==> src/rtl/spi_pkg.sv <==
// Shared SPI link definitions used by both the slave and the master.
package spi_pkg;

    localparam int SPI_WIDTH = 8;
    localparam int CNT_W     = $clog2(SPI_WIDTH);

    typedef enum logic [1:0] {
        ARM   = 2'd0,
        IDLE  = 2'd1,
        SHIFT = 2'd2
    } spi_state_e;

endpackage

==> src/rtl/spi_sync.sv <==
// Multi-flop synchronizer for one asynchronous pin with registered rise/fall pulses.
// The chain has no reset so it keeps tracking the pin through a reset.
module spi_sync #(
    parameter int STAGES = 2
) (
    input  logic clk,
    input  logic rst,
    input  logic d_i,
    output logic q_o,
    output logic rise_o,
    output logic fall_o
);

    logic [STAGES-1:0] chain_q;
    logic              prev_q;
    logic              rise_q;
    logic              fall_q;

    always_ff @(posedge clk) begin
        chain_q <= {chain_q[STAGES-2:0], d_i};
        prev_q  <= chain_q[STAGES-1];
    end

    always_ff @(posedge clk) begin
        if (rst) begin
            rise_q <= 1'b0;
            fall_q <= 1'b0;
        end else begin
            rise_q <= chain_q[STAGES-1] & ~prev_q;
            fall_q <= ~chain_q[STAGES-1] & prev_q;
        end
    end

    assign q_o    = chain_q[STAGES-1];
    assign rise_o = rise_q;
    assign fall_o = fall_q;

endmodule

==> src/rtl/spi_slave.sv <==
// SPI mode-0 slave, 8-bit MSB-first, oversampled in the clk domain.
// Optional macro SPI_SLAVE_UNDERRUN_EN adds the tx_underrun pulse output.
module spi_slave
    import spi_pkg::*;
#(
    parameter int SYNC_STAGES = 2
) (
    input  logic                 clk,
    input  logic                 rst,
    input  logic                 sck,
    input  logic                 mosi,
    input  logic                 cs_n,
    output logic                 miso,
    input  logic [SPI_WIDTH-1:0] tx_data,
    input  logic                 tx_load,
    output logic                 tx_ready,
    output logic [SPI_WIDTH-1:0] rx_data,
    output logic                 rx_valid,
    output logic                 busy,
    output logic [1:0]           state_dbg
`ifdef SPI_SLAVE_UNDERRUN_EN
    ,
    output logic                 tx_underrun
`endif
);

    logic sck_lvl_unused;
    logic sck_rise;
    logic sck_fall;
    logic cs_n_s;
    logic cs_rise;
    logic cs_fall;

    spi_sync #(.STAGES(SYNC_STAGES)) u_sck_sync (
        .clk    (clk),
        .rst    (rst),
        .d_i    (sck),
        .q_o    (sck_lvl_unused),
        .rise_o (sck_rise),
        .fall_o (sck_fall)
    );

    spi_sync #(.STAGES(SYNC_STAGES)) u_cs_sync (
        .clk    (clk),
        .rst    (rst),
        .d_i    (cs_n),
        .q_o    (cs_n_s),
        .rise_o (cs_rise),
        .fall_o (cs_fall)
    );

    logic [SYNC_STAGES-1:0] mosi_sync_q;
    logic                   mosi_s;

    always_ff @(posedge clk) begin
        mosi_sync_q <= {mosi_sync_q[SYNC_STAGES-2:0], mosi};
    end
    assign mosi_s = mosi_sync_q[SYNC_STAGES-1];

    spi_state_e           state_q;
    logic [CNT_W-1:0]     cnt_q;
    logic [SPI_WIDTH-1:0] rx_shift_q;
    logic [SPI_WIDTH-1:0] rx_data_q;
    logic                 rx_valid_q;
    logic [SPI_WIDTH-1:0] tx_shift_q;
    logic                 miso_q;
    logic [SPI_WIDTH-1:0] hold_q;
    logic                 hold_full_q;

    logic                 frame_start_d;
    logic                 boundary_d;
    logic                 load_pt_d;
    logic [SPI_WIDTH-1:0] next_tx_d;

    // Load point: frame start, or the sck fall that closes a byte with cs_n still low.
    // An empty holding register resends its last byte; a same-cycle tx_load bypasses it.
    always_comb begin
        frame_start_d = (state_q == IDLE) && cs_fall;
        boundary_d    = (state_q == SHIFT) && !cs_n_s && sck_fall && (cnt_q == '0);
        load_pt_d     = frame_start_d || boundary_d;
        if (hold_full_q) begin
            next_tx_d = hold_q;
        end else if (tx_load) begin
            next_tx_d = tx_data;
        end else begin
            next_tx_d = hold_q;
        end
    end

    // Handshake: tx_load is taken only while tx_ready=1; tx_ready drops the cycle after
    // acceptance and returns the cycle after the byte moves into the shifter.
    always_ff @(posedge clk) begin
        if (rst) begin
            state_q     <= ARM;
            cnt_q       <= '0;
            rx_shift_q  <= '0;
            rx_data_q   <= '0;
            rx_valid_q  <= 1'b0;
            tx_shift_q  <= '0;
            miso_q      <= 1'b0;
            hold_q      <= '0;
            hold_full_q <= 1'b0;
        end else begin
            rx_valid_q <= 1'b0;

            if (load_pt_d) begin
                hold_full_q <= 1'b0;
                if (!hold_full_q && tx_load) begin
                    hold_q <= tx_data;
                end
            end else if (tx_load && !hold_full_q) begin
                hold_q      <= tx_data;
                hold_full_q <= 1'b1;
            end

            case (state_q)
                ARM: begin
                    if (cs_n_s) begin
                        state_q <= IDLE;
                    end
                end
                IDLE: begin
                    if (cs_rise) begin
                        rx_shift_q <= '0;
                    end
                    if (frame_start_d) begin
                        state_q    <= SHIFT;
                        cnt_q      <= '0;
                        tx_shift_q <= next_tx_d;
                        miso_q     <= next_tx_d[SPI_WIDTH-1];
                    end
                end
                SHIFT: begin
                    // Deselect has priority over any sck edge still in flight.
                    if (cs_n_s) begin
                        state_q <= IDLE;
                        cnt_q   <= '0;
                        miso_q  <= 1'b0;
                    end else if (sck_rise) begin
                        rx_shift_q <= {rx_shift_q[SPI_WIDTH-2:0], mosi_s};
                        cnt_q      <= cnt_q + 1'b1;
                        if (cnt_q == CNT_W'(SPI_WIDTH - 1)) begin
                            rx_data_q  <= {rx_shift_q[SPI_WIDTH-2:0], mosi_s};
                            rx_valid_q <= 1'b1;
                        end
                    end else if (sck_fall) begin
                        if (cnt_q == '0) begin
                            tx_shift_q <= next_tx_d;
                            miso_q     <= next_tx_d[SPI_WIDTH-1];
                        end else begin
                            tx_shift_q <= {tx_shift_q[SPI_WIDTH-2:0], 1'b0};
                            miso_q     <= tx_shift_q[SPI_WIDTH-2];
                        end
                    end
                end
                default: state_q <= ARM;
            endcase
        end
    end

`ifdef SPI_SLAVE_UNDERRUN_EN
    logic underrun_q;

    always_ff @(posedge clk) begin
        if (rst) begin
            underrun_q <= 1'b0;
        end else begin
            underrun_q <= load_pt_d && !hold_full_q && !tx_load;
        end
    end
    assign tx_underrun = underrun_q;
`endif

    assign miso      = miso_q;
    assign tx_ready  = !hold_full_q;
    assign rx_data   = rx_data_q;
    assign rx_valid  = rx_valid_q;
    assign busy      = (state_q == SHIFT);
    assign state_dbg = state_q;

endmodule

==> config.mk <==
export PLATFORM = sky130hd
export DESIGN_NAME = spi_slave
export DESIGN_NICKNAME = d
export VERILOG_FILES = /design/src/rtl/spi_pkg.sv /design/src/rtl/spi_sync.sv /design/src/rtl/spi_slave.sv
export SDC_FILE = /design/constraint.sdc
export NUM_CORES = 1
export LEC_CHECK = 0
export CORE_MARGIN = 1.5
export CORE_UTILIZATION = 50
export CTS_BUF_LIST = sky130_fd_sc_hd__clkbuf_2 sky130_fd_sc_hd__clkbuf_4 sky130_fd_sc_hd__clkbuf_8
export CTS_CLUSTER_SIZE = 20
export DETAILED_ROUTE_END_ITERATION = 8
export PLACE_DENSITY = 0.85
export SYNTH_ARGS = -nofsm -noshare
export SYNTH_HDL_FRONTEND = slang
export SYNTH_SLANG_ARGS = --single-unit
==> constraint.sdc <==
create_clock -name clk -period 1.7 [get_ports clk]
set_input_delay 0.255 -clock clk [delete_from_list [all_inputs] [get_ports clk]]
set_output_delay 0.255 -clock clk [all_outputs]
set_load 0.05 [all_outputs]
# [Word level (Yosys, flattened, before mapping)]
# Cells that the tools add are included.
# Widths: inputs -> output; s select.
[totals] register_bits=50 output_inout_bits=14 wordCells=88 input_bits=14
[classes] add_sub_neg=1 n_eq_ne=13 reduce_logical=20 n_bitwise=10 mux=26
[op_table] operator="$mux 7" n=8
[op_table] operator="$pmux 7 s2" n=2
[op_table] operator="$mux 8" n=2
[op_table] operator="$reduce_and 4->1" n=3
[op_table] operator="$mux 3" n=3
[op_table] operator="$ne 2x1->1 const B" n=4
[op_table] operator="$mux 1" n=6
[op_table] operator="$ne 2x2->1 const B" n=3
[op_table] operator="$ne 3x1->1 const B" n=2
[op_table] operator="$not 1->1" n=6
[op_table] operator="$pmux 3 s2" n=1
[op_table] operator="$logic_and 1x1->1" n=5
[op_table] operator="$reduce_and 5->1" n=1
[op_table] operator="$and 1x1->1" n=4
[op_table] operator="$mux 2" n=2
[op_table] operator="$pmux 2 s2" n=1
[op_table] operator="$reduce_or 2->1" n=2
[op_table] operator="$reduce_or 4->1" n=1
[op_table] operator="$add 3x1->3 const B" n=1
[op_table] operator="$eq 3x3->1 const B" n=1
[op_table] operator="$logic_not 3->1" n=1
[op_table] operator="$ne 3x2->1 const B" n=1
[op_table] operator="$reduce_and 3->1" n=1
[op_table] operator="$eq 2x1->1 const B" n=1
[op_table] operator="other kinds (7)" n=8

# [Longest topological paths before layout]
# Gate-level depths: netlist (run 1).
[logic_depth] word_depth=7 mapped_depth=8 ltp_nobuf=6

# [Cells and area by module]
# Synthesis (run 1) repeated with hierarchy kept, for this count alone.
[hier_totals] cells_unflattened=194 area_unflattened_um2=1891.8
[by_module_without_submodules] module="spi_slave" cells_each=180 seq_area_each_um2=800.8 area_per_inst_um2=1661.6 n_inst=1
[by_module_without_submodules] module="spi_sync" cells_each=7 seq_area_each_um2=100.1 area_per_inst_um2=115.1 n_inst=2

# [Worst setup path before layout (run 1)]
# Ideal clock, no wire load.
[synth_timing] kind="reg-to-reg" start="register state_q[1], in the netlist state_dbg[1]" end="register rx_shift_q[0]" n_path_buf=1 stages_incl_launch_ff=7 setup_slack_ns=-0.570 setup_ns=0.128 t_arrival_ns=2.142 synth_period_minus_slack_ns=2.270 required_ns=1.572 path_cell_list="dfxtp_1 -> ha_1 -> buf_6 -> mux2i_1 -> a21oi_4 -> mux2i_1 -> nor2_1"
[synth_via] elab_chain_len=3 elab_cells_between_ends=8 classes_between="eq/ne: 5; mux: 1; reduce/logical: 2"
[synth_lines] element="from (decl)" line="spi_slave.sv:60" text="spi_state_e state_q;"
[synth_lines] element="from (signal assigned)" line="spi_slave.sv:94" text="state_q <= ARM;"
[synth_lines] element="from (signal assigned)" line="spi_slave.sv:119" text="state_q <= IDLE;"
[synth_lines] element="from (signal assigned)" line="spi_slave.sv:127" text="state_q <= SHIFT;"
[synth_lines] element="$eq 2x2->1 *"
[synth_lines] element="net busy" line="spi_slave.sv:19" text="output logic busy,"
[synth_lines] element="$ne 2x2->1 (no source line) (tied with other cells)"
[synth_lines] element="$reduce_and 4->1 (no source line)"
[synth_lines] element="to (signal assigned)" line="spi_slave.sv:140" text="rx_shift_q <= {rx_shift_q[SPI_WIDTH-2:0], mosi_s};"
[synth_lines] element="to (decl)" line="spi_slave.sv:62" text="logic [SPI_WIDTH-1:0] rx_shift_q;"
# The timed path passes the listed nets; every way through them passes the cells marked *.
# A chain may end at the register's enable or synchronous reset.

# [Final worst setup path (run 1)]
[layout_timing] start="register state_q[0], in the netlist state_dbg[0]" end="register rx_shift_q[3]"
[layout_via] elab_chain_len=3 elab_cells_between_ends=8 classes_between="eq/ne: 5; mux: 1; reduce/logical: 2"
[layout_lines] element="$eq 2x1->1 or $eq 2x2->1 (tied branches)" line="spi_slave.sv:116" text="case (state_q)"
[layout_lines] element="$ne 2x1->1 (no source line) (tied with other cells)"
[layout_lines] element="$reduce_and 4->1 (no source line)"
# Parallel ways exist; a longest one is shown, timed or not.

==> results of run 1 <==
==> path summary, 6_finish.rpt <==
check | from | to | slack, ps | cells after the start
min | u_cs_sync.chain_q[0] | u_cs_sync.chain_q[1] | 330 | 0
max reg2reg | state_dbg[0] | rx_shift_q[3] | 130 | 6
max | state_dbg[0] | rx_shift_q[3] | 130 | 6
min reg2reg | u_cs_sync.chain_q[0] | u_cs_sync.chain_q[1] | 330 | 0
==> flip-flops by register name (all words and copies together) (netlist names) <==
register,count
u_cs_sync.rise_o,1
cnt_q,3
u_cs_sync.prev_q,1
hold_full_q,1
miso,1
rx_valid,1
u_cs_sync.fall_o,1
state_dbg,2
rx_data,8
tx_shift_q,7
rx_shift_q,7
hold_q,8
u_cs_sync.chain_q,2
u_sck_sync.fall_o,1
u_sck_sync.rise_o,1
mosi_sync_q,2
u_sck_sync.chain_q,2
u_sck_sync.prev_q,1
==> logic make-up (layout without fill, tap and decap cells) <==
family                     Yosys count  in the layout  synth area share [%]
DFF                                 50             50                 49.69
and+or+nand+nor                     74             74                 18.76
muxes                               18             18                 8.944
adders and majority gates            8              8                 4.969
AOI/OAI and AO/OA                   37             37                 12.61
buffers and inverters               16             51                 5.030
==> metal layers <==
| metal | up-vias | global-route usage [%] | part of all wire [%] |
|---|---|---|---|
| li1 | 760 | - | - |
| met1 | 710 | 26.65 | 49 |
| met2 | 25 | 29.25 | 46 |
| met3 | 6 | 6.081 | 3.4 |
| met4 | 0 | 5.612 | 1.2 |
| met5 | - | 0 | 0 |
==> area by class of cell <==
class,instances,share of cell area (%)
Clock inverter,2,0.4117
Timing Repair Buffer,38,13.59
Multi-Input combinational cell,137,38.29
Clock buffer,5,2.831
Tap cell,48,2.470
Inverter,6,0.9264
Sequential cell,50,41.48
==> stage by stage <==
step / TNS, ps / cell area (sq um) / total power, mW / utilization [%] / hold WS [ps]
after floorplan: 0 / 2034 / 1.533 / - / 282.7
after global placement: -66.74 / 2346 / 1.643 / 62.21 / 309.8
after detailed placement: -258.9 / 2346 / 1.658 / 62.21 / 313.2
after CTS: 0 / 2427 / 2.295 / 64.37 / 333.2
after global routing: -16.46 / 2431 / 2.395 / 64.47 / 339.2
final: 0 / 2431 / 2.286 / 64.47 / 330.5
==> cells in the final DEF (no fill, tap or decap), drive strengths merged, types with 2 or more instances in the layout <==
cell type and n:
clkinv 2, a22o 6, and2b 2, nand2 22
or2 2, nor2 19, nand3 7, and2 8
nor2b 2, nand2b 4, inv 6, mux2i 18
clkbuf 5, dfxtp 50, buf 25, o21ai 8
a21oi 14, nor3b 4, ha 8, a211oi 2
o211ai 2, clkdlybuf4s50 13
==> power by group through the flow <==
stage / registers (mW) / logic (mW) / clock network, mW
after floorplan: 1.32 / 0.217 / 0
after detailed placement: 1.28 / 0.379 / 0
after global placement: 1.28 / 0.365 / 0
after CTS: 1.25 / 0.382 / 0.662
final: 1.25 / 0.381 / 0.653
after global routing: 1.26 / 0.412 / 0.722
==> worst max-delay path, delay by kind of cell (launching register included) <==
kind | cells | cell delay [ps]
DFF | 1 | 390
muxes | 1 | 240
adders and majority gates | 1 | 210
AOI/OAI and AO/OA | 1 | 300
buffers and inverters | 2 | 260
and+or+nand+nor | 1 | 60
==> repair_timing <==
item                                   in CTS  in global routing
endpoints found under the hold margin       0                  0
pin swaps                                   0                  2
setup endpoints to repair                   5                 10
gates resized for setup                     1                  2
==> run_results.csv, run 1 <==
group,metric,value,unit
timing,drv_slew,0,
clocking,cts_max_path_buffers,2,
status,outcome,"complete, no violations",
die,ios,28,
yosys,async_reset_ff_share,0,%
timing,finClkSkew,5.789,ps
global_route,grt_use_total,19.40,%
timing,worst_slew_pin_slew,424.4,ps
placed_design,place.detailed.hpwl,2608,microns
power,leakagePower,0.9554,nW
timing,setup_viol,0,
cells_and_area,layout.nets,260,
power,switchingPower,0.6210,mW
yosys,synth_most_common_cell,"dfxtp_1",
timing,timing.fmax,637.1,MHz
yosys,synth-seq-cells,50,
clocking,cts_sinks,50,
critical_path,path_cells,"inv_1, ha_4, buf_4, a21oi_4, mux2i_1, nor2_1",
power,p_sw_share,27.16,%
detailed_routing,wirelength,3723,microns
min_path,hp-class,"reg2reg",
yosys,synth_common_cells,"dfxtp_1, nand2_1, nor2_1, mux2i_1, a21oi_1",
power,powerDensity,940.4,nW/um^2
detailed_routing,vias_per_cell,5.248,
power,ir_worst_vdd,0.0006528,V
detailed_routing,num_vias,1501,
power,p_clk_share,28.5,%
yosys,yosys_most_used_dff,"dfxtp_1",
timing,setup_slack,130.5,ps
global_route,grt.overflow.total,0,
global_route,grt_pass1_vias,1424,
die,placementRows,22,
cells_and_area,area_delta_synth_final,20.68,%
global_route,antenna_found_initial,0,
critical_path,cp_data_arrival_time,1760,ps
yosys,synth-edff-count,0,
timing,max_slew_margin,71.58,%
power,intPower,1.665,mW
cells_and_area,multi_input_area,930.9,sq um
cells_and_area,drive_gt1_share,19.75,%
yosys,yosys_warnings,0,
yosys,synth_area_leader_cell,"dfxtp_1",
yosys,syn_avg_cell_area,9.923,sq um
detailed_routing,drt_iter0_markers,111,
detailed_routing,drt_pass1_iterations,4,
clocking,cts_tree,"built",
cells_and_area,layoutNonFillerInstCount,286,
critical_path,cpMaxStageDelayCell,"dfxtp_4",
critical_path,cp_max_fo,10,
clocking,cts_buffers,5,
cells_and_area,seq_area,1008,sq um
timing,finalCritPeriodShare,92.32,%
detailed_routing,ant_nets,0,
critical_path,path_class,"reg2reg",
detailed_routing,routedWlPerCell,13.02,microns
yosys,synthesis.nets,225,
yosys,ys_top_cells_by_area,"dfxtp_1, mux2i_1, ha_1, nand2_1, nor2_1",
critical_path,start_kind,"flip-flop",
critical_path,worstPathRequired,1900,ps
clocking,hold_buffers,0,
clocking,cts_setup_buffers,0,
critical_path,critical_path.max_stage_delay,390,ps
critical_path,cp-end-kind,"flip-flop",
timing,hold_viol_final,0,
die,die_w,66.48,microns
clocking,htree_levels,2,
placed_design,portBuffers,27,
power,combPwrFrac,16.7,%
die,die_y,66.48,microns
cells_and_area,n_antenna_cell,0,
clocking,clk_pin_slew,90,ps
die,initial_core_util,53.42,%
power,seq_power_share,54.8,%
timing,fin_crit,1570,ps
cells_and_area,fillers,315,
global_route,grt_pass1_wl,6472,microns
yosys,ys_types,38,
yosys,synth.cell_area,2014,sq um
clocking,cts_root_buf,"clkbuf_8",
placed_design,dp.cells,279,
timing,rsz0062_at_grt,"true",
flow_run,maxCapViolations,0,
placed_design,place_ws,-97.01,ps
detailed_routing,drc,0,
die,die_area,4419,sq um
global_route,grt_max_degree,22,
yosys,synth.top_cell.area_share,49.69,%
clocking,worstSkewPairLatency,300,ps
yosys,seq_area_frac_synth,49.69,%
placed_design,place.gp.congestion,0.7835,
yosys,netlist_instances,203,
die,coreArea,3771,sq um
No activity file was read; power rests on OpenSTA's default activity.
==> run 2, diff against run 1 <==
- SLEW_MARGIN: not set -> 20
==> results of run 2 <==
No change in the layout: final DEF, timing and power equal those of run 1.
==> run 3, diff against run 2 <==
- CORE_MARGIN: 1.5 -> 2
- SLEW_MARGIN: 20 -> not set
==> run 3 against run 2 <==
Clock skew rose by 2.4 ps. Sequential share of layout area fell by 0.94 points. Clock power rose by 51%. Worst hold slack improved by 3.8 ps. Largest cell class unchanged. Largest power group unchanged. Highest routed layer unchanged.
==> run_results.csv, run 3 (synthesized netlist as in run 1, its figures left out) <==
group,metric,value,unit
timing,max_slew_margin,78.24,%
timing,drv_slew,0,
cells_and_area,multi_input_area,933.4,sq um
global_route,grt_pass1_vias,1271,
power,ir_worst_vdd,0.0007082,V
critical_path,cp_max_fo,6,
clocking,clk_pin_slew,90,ps
global_route,grt.overflow.total,0,
cells_and_area,seq_area,1008,sq um
cells_and_area,n_antenna_cell,0,
flow_run,maxCapViolations,0,
clocking,cts_root_buf,"clkbuf_8",
die,placementRows,23,
detailed_routing,ant_nets,0,
global_route,grt_max_degree,25,
critical_path,path_class,"reg2reg",
die,coreArea,3943,sq um
detailed_routing,vias_per_cell,5.104,
die,die_y,67.48,microns
clocking,htree_levels,2,
die,die_area,4553,sq um
cells_and_area,fillers,295,
detailed_routing,num_vias,1470,
global_route,antenna_found_initial,0,
detailed_routing,drt_iter0_markers,67,
clocking,cts_buffers,5,
cells_and_area,postLayoutCellArea,2487,sq um
critical_path,worstPathRequired,1920,ps
timing,finClkSkew,8.139,ps
min_path,hp-class,"reg2reg",
placed_design,portBuffers,27,
power,powerDensity,1053,nW/um^2
critical_path,cp_data_arrival_time,1890,ps
clocking,cts_max_path_buffers,2,
placed_design,dpl_cell_area,2333,sq um
critical_path,cp-end-kind,"flip-flop",
timing,fin_crit,1663,ps
clocking,cts_sinks,50,
placed_design,place.gp.congestion,0.8161,
timing,timing.fmax,601.5,MHz
critical_path,start_kind,"flip-flop",
timing,hold_viol_final,0,
detailed_routing,drc,0,
cells_and_area,final_common_cell,"dfxtp_1",
timing,setup_viol,0,
cells_and_area,layout.nets,259,
status,outcome,"complete, no violations",
global_route,grt_pass1_wl,5809,microns
die,ios,28,
critical_path,r2r_slack,40,ps
timing,setup_tns,0,ps
detailed_routing,drt_pass1_iterations,4,
detailed_routing,wirelength,3628,microns
clocking,worstSkewPairLatency,300,ps
detailed_routing,routedWlPerCell,12.60,microns
die,initial_core_util,51.09,%
global_route,grt_use_total,17.26,%
clocking,cts_tree,"built",
power,leakagePower,0.9771,nW
cells_and_area,drive_gt1_share,19.75,%
cells_and_area,layout_common_cells,"dfxtp_1, buf_4, nand2_1, mux2i_1, nor2_1",
placed_design,place.detailed.hpwl,2470,microns
die,die_w,67.48,microns
timing,worst_slew_pin_slew,325.6,ps
timing,finalCritPeriodShare,97.80,%
cells_and_area,area_delta_synth_final,23.48,%
==> run 3: cell types whose count changed in the layout (fill, tap and decap cells not counted), sizes merged <==
cell    before  now
clkinv       2    1
buf         25   24
bufinv       0    2
==> run 3: what timing repair did <==
| item | in CTS | in global routing |
|---|---|---|
| buffers inserted | 0 | 1 |
| endpoints found under the hold margin | 0 | 0 |
| hold buffers | 0 | 0 |
| resized for setup | 0 | 3 |
| endpoints found under the setup margin | 0 | 12 |
==> run 3: worst paths after layout <==
kind	startpoint	endpoint	depth (start not counted)
setup / recovery	state_dbg[1]	cnt_q[0]	7
hold / removal	mosi_sync_q[0]	mosi_sync_q[1]	0
setup reg to reg	state_dbg[1]	cnt_q[0]	7
hold reg to reg	mosi_sync_q[0]	mosi_sync_q[1]	0
==> run 3: layout make-up <==
class | instances | area share [%]
inverter | 6 | 0.9054
tap | 50 | 2.515
clock buffer | 5 | 2.767
multi-input combinational | 137 | 37.53
sequential | 50 | 40.54
clock inverter | 3 | 2.767
timing repair buffer | 37 | 12.98
==> run 3: stage by stage <==
step                      hold slack, ps  total power, mW  setup WS, ps  std cells  util [%]
after CTS                          336.3            2.625       0.09015        287     62.68
after detailed placement           313.6            1.650        -49.13        279     59.19
after floorplan                    282.7            1.533         14.74        203         -
final                              334.3            2.618         37.40        288     63.09
after global routing               342.0            2.719        -58.65        288     63.09
after global placement             310.3            1.644         1.226        279     59.19
==> run 3: worst max-delay path, cell delays in order, from the launching register on <==
cell and delay, ps:
dfxtp_4 380, inv_1 80, ha_1 250, nand2b_1 120
o211ai_1 100, buf_4 160, or3_1 320, a21oi_1 180
==> run 3: report_power, final <==
group	switching, mW	internal, mW
Combinational	0.210	0.171
Clock	0.395	0.589
Sequential	0.0326	1.22
Total	0.638	1.98
==> run 3: metal layers <==
layer,global-route usage (%),routed length (microns),vias up
met5,0,0,-
met4,7.398,57,0
met3,5.500,188,6
met2,25.25,1593,28
met1,23.30,1788,678
li1,-,-,758
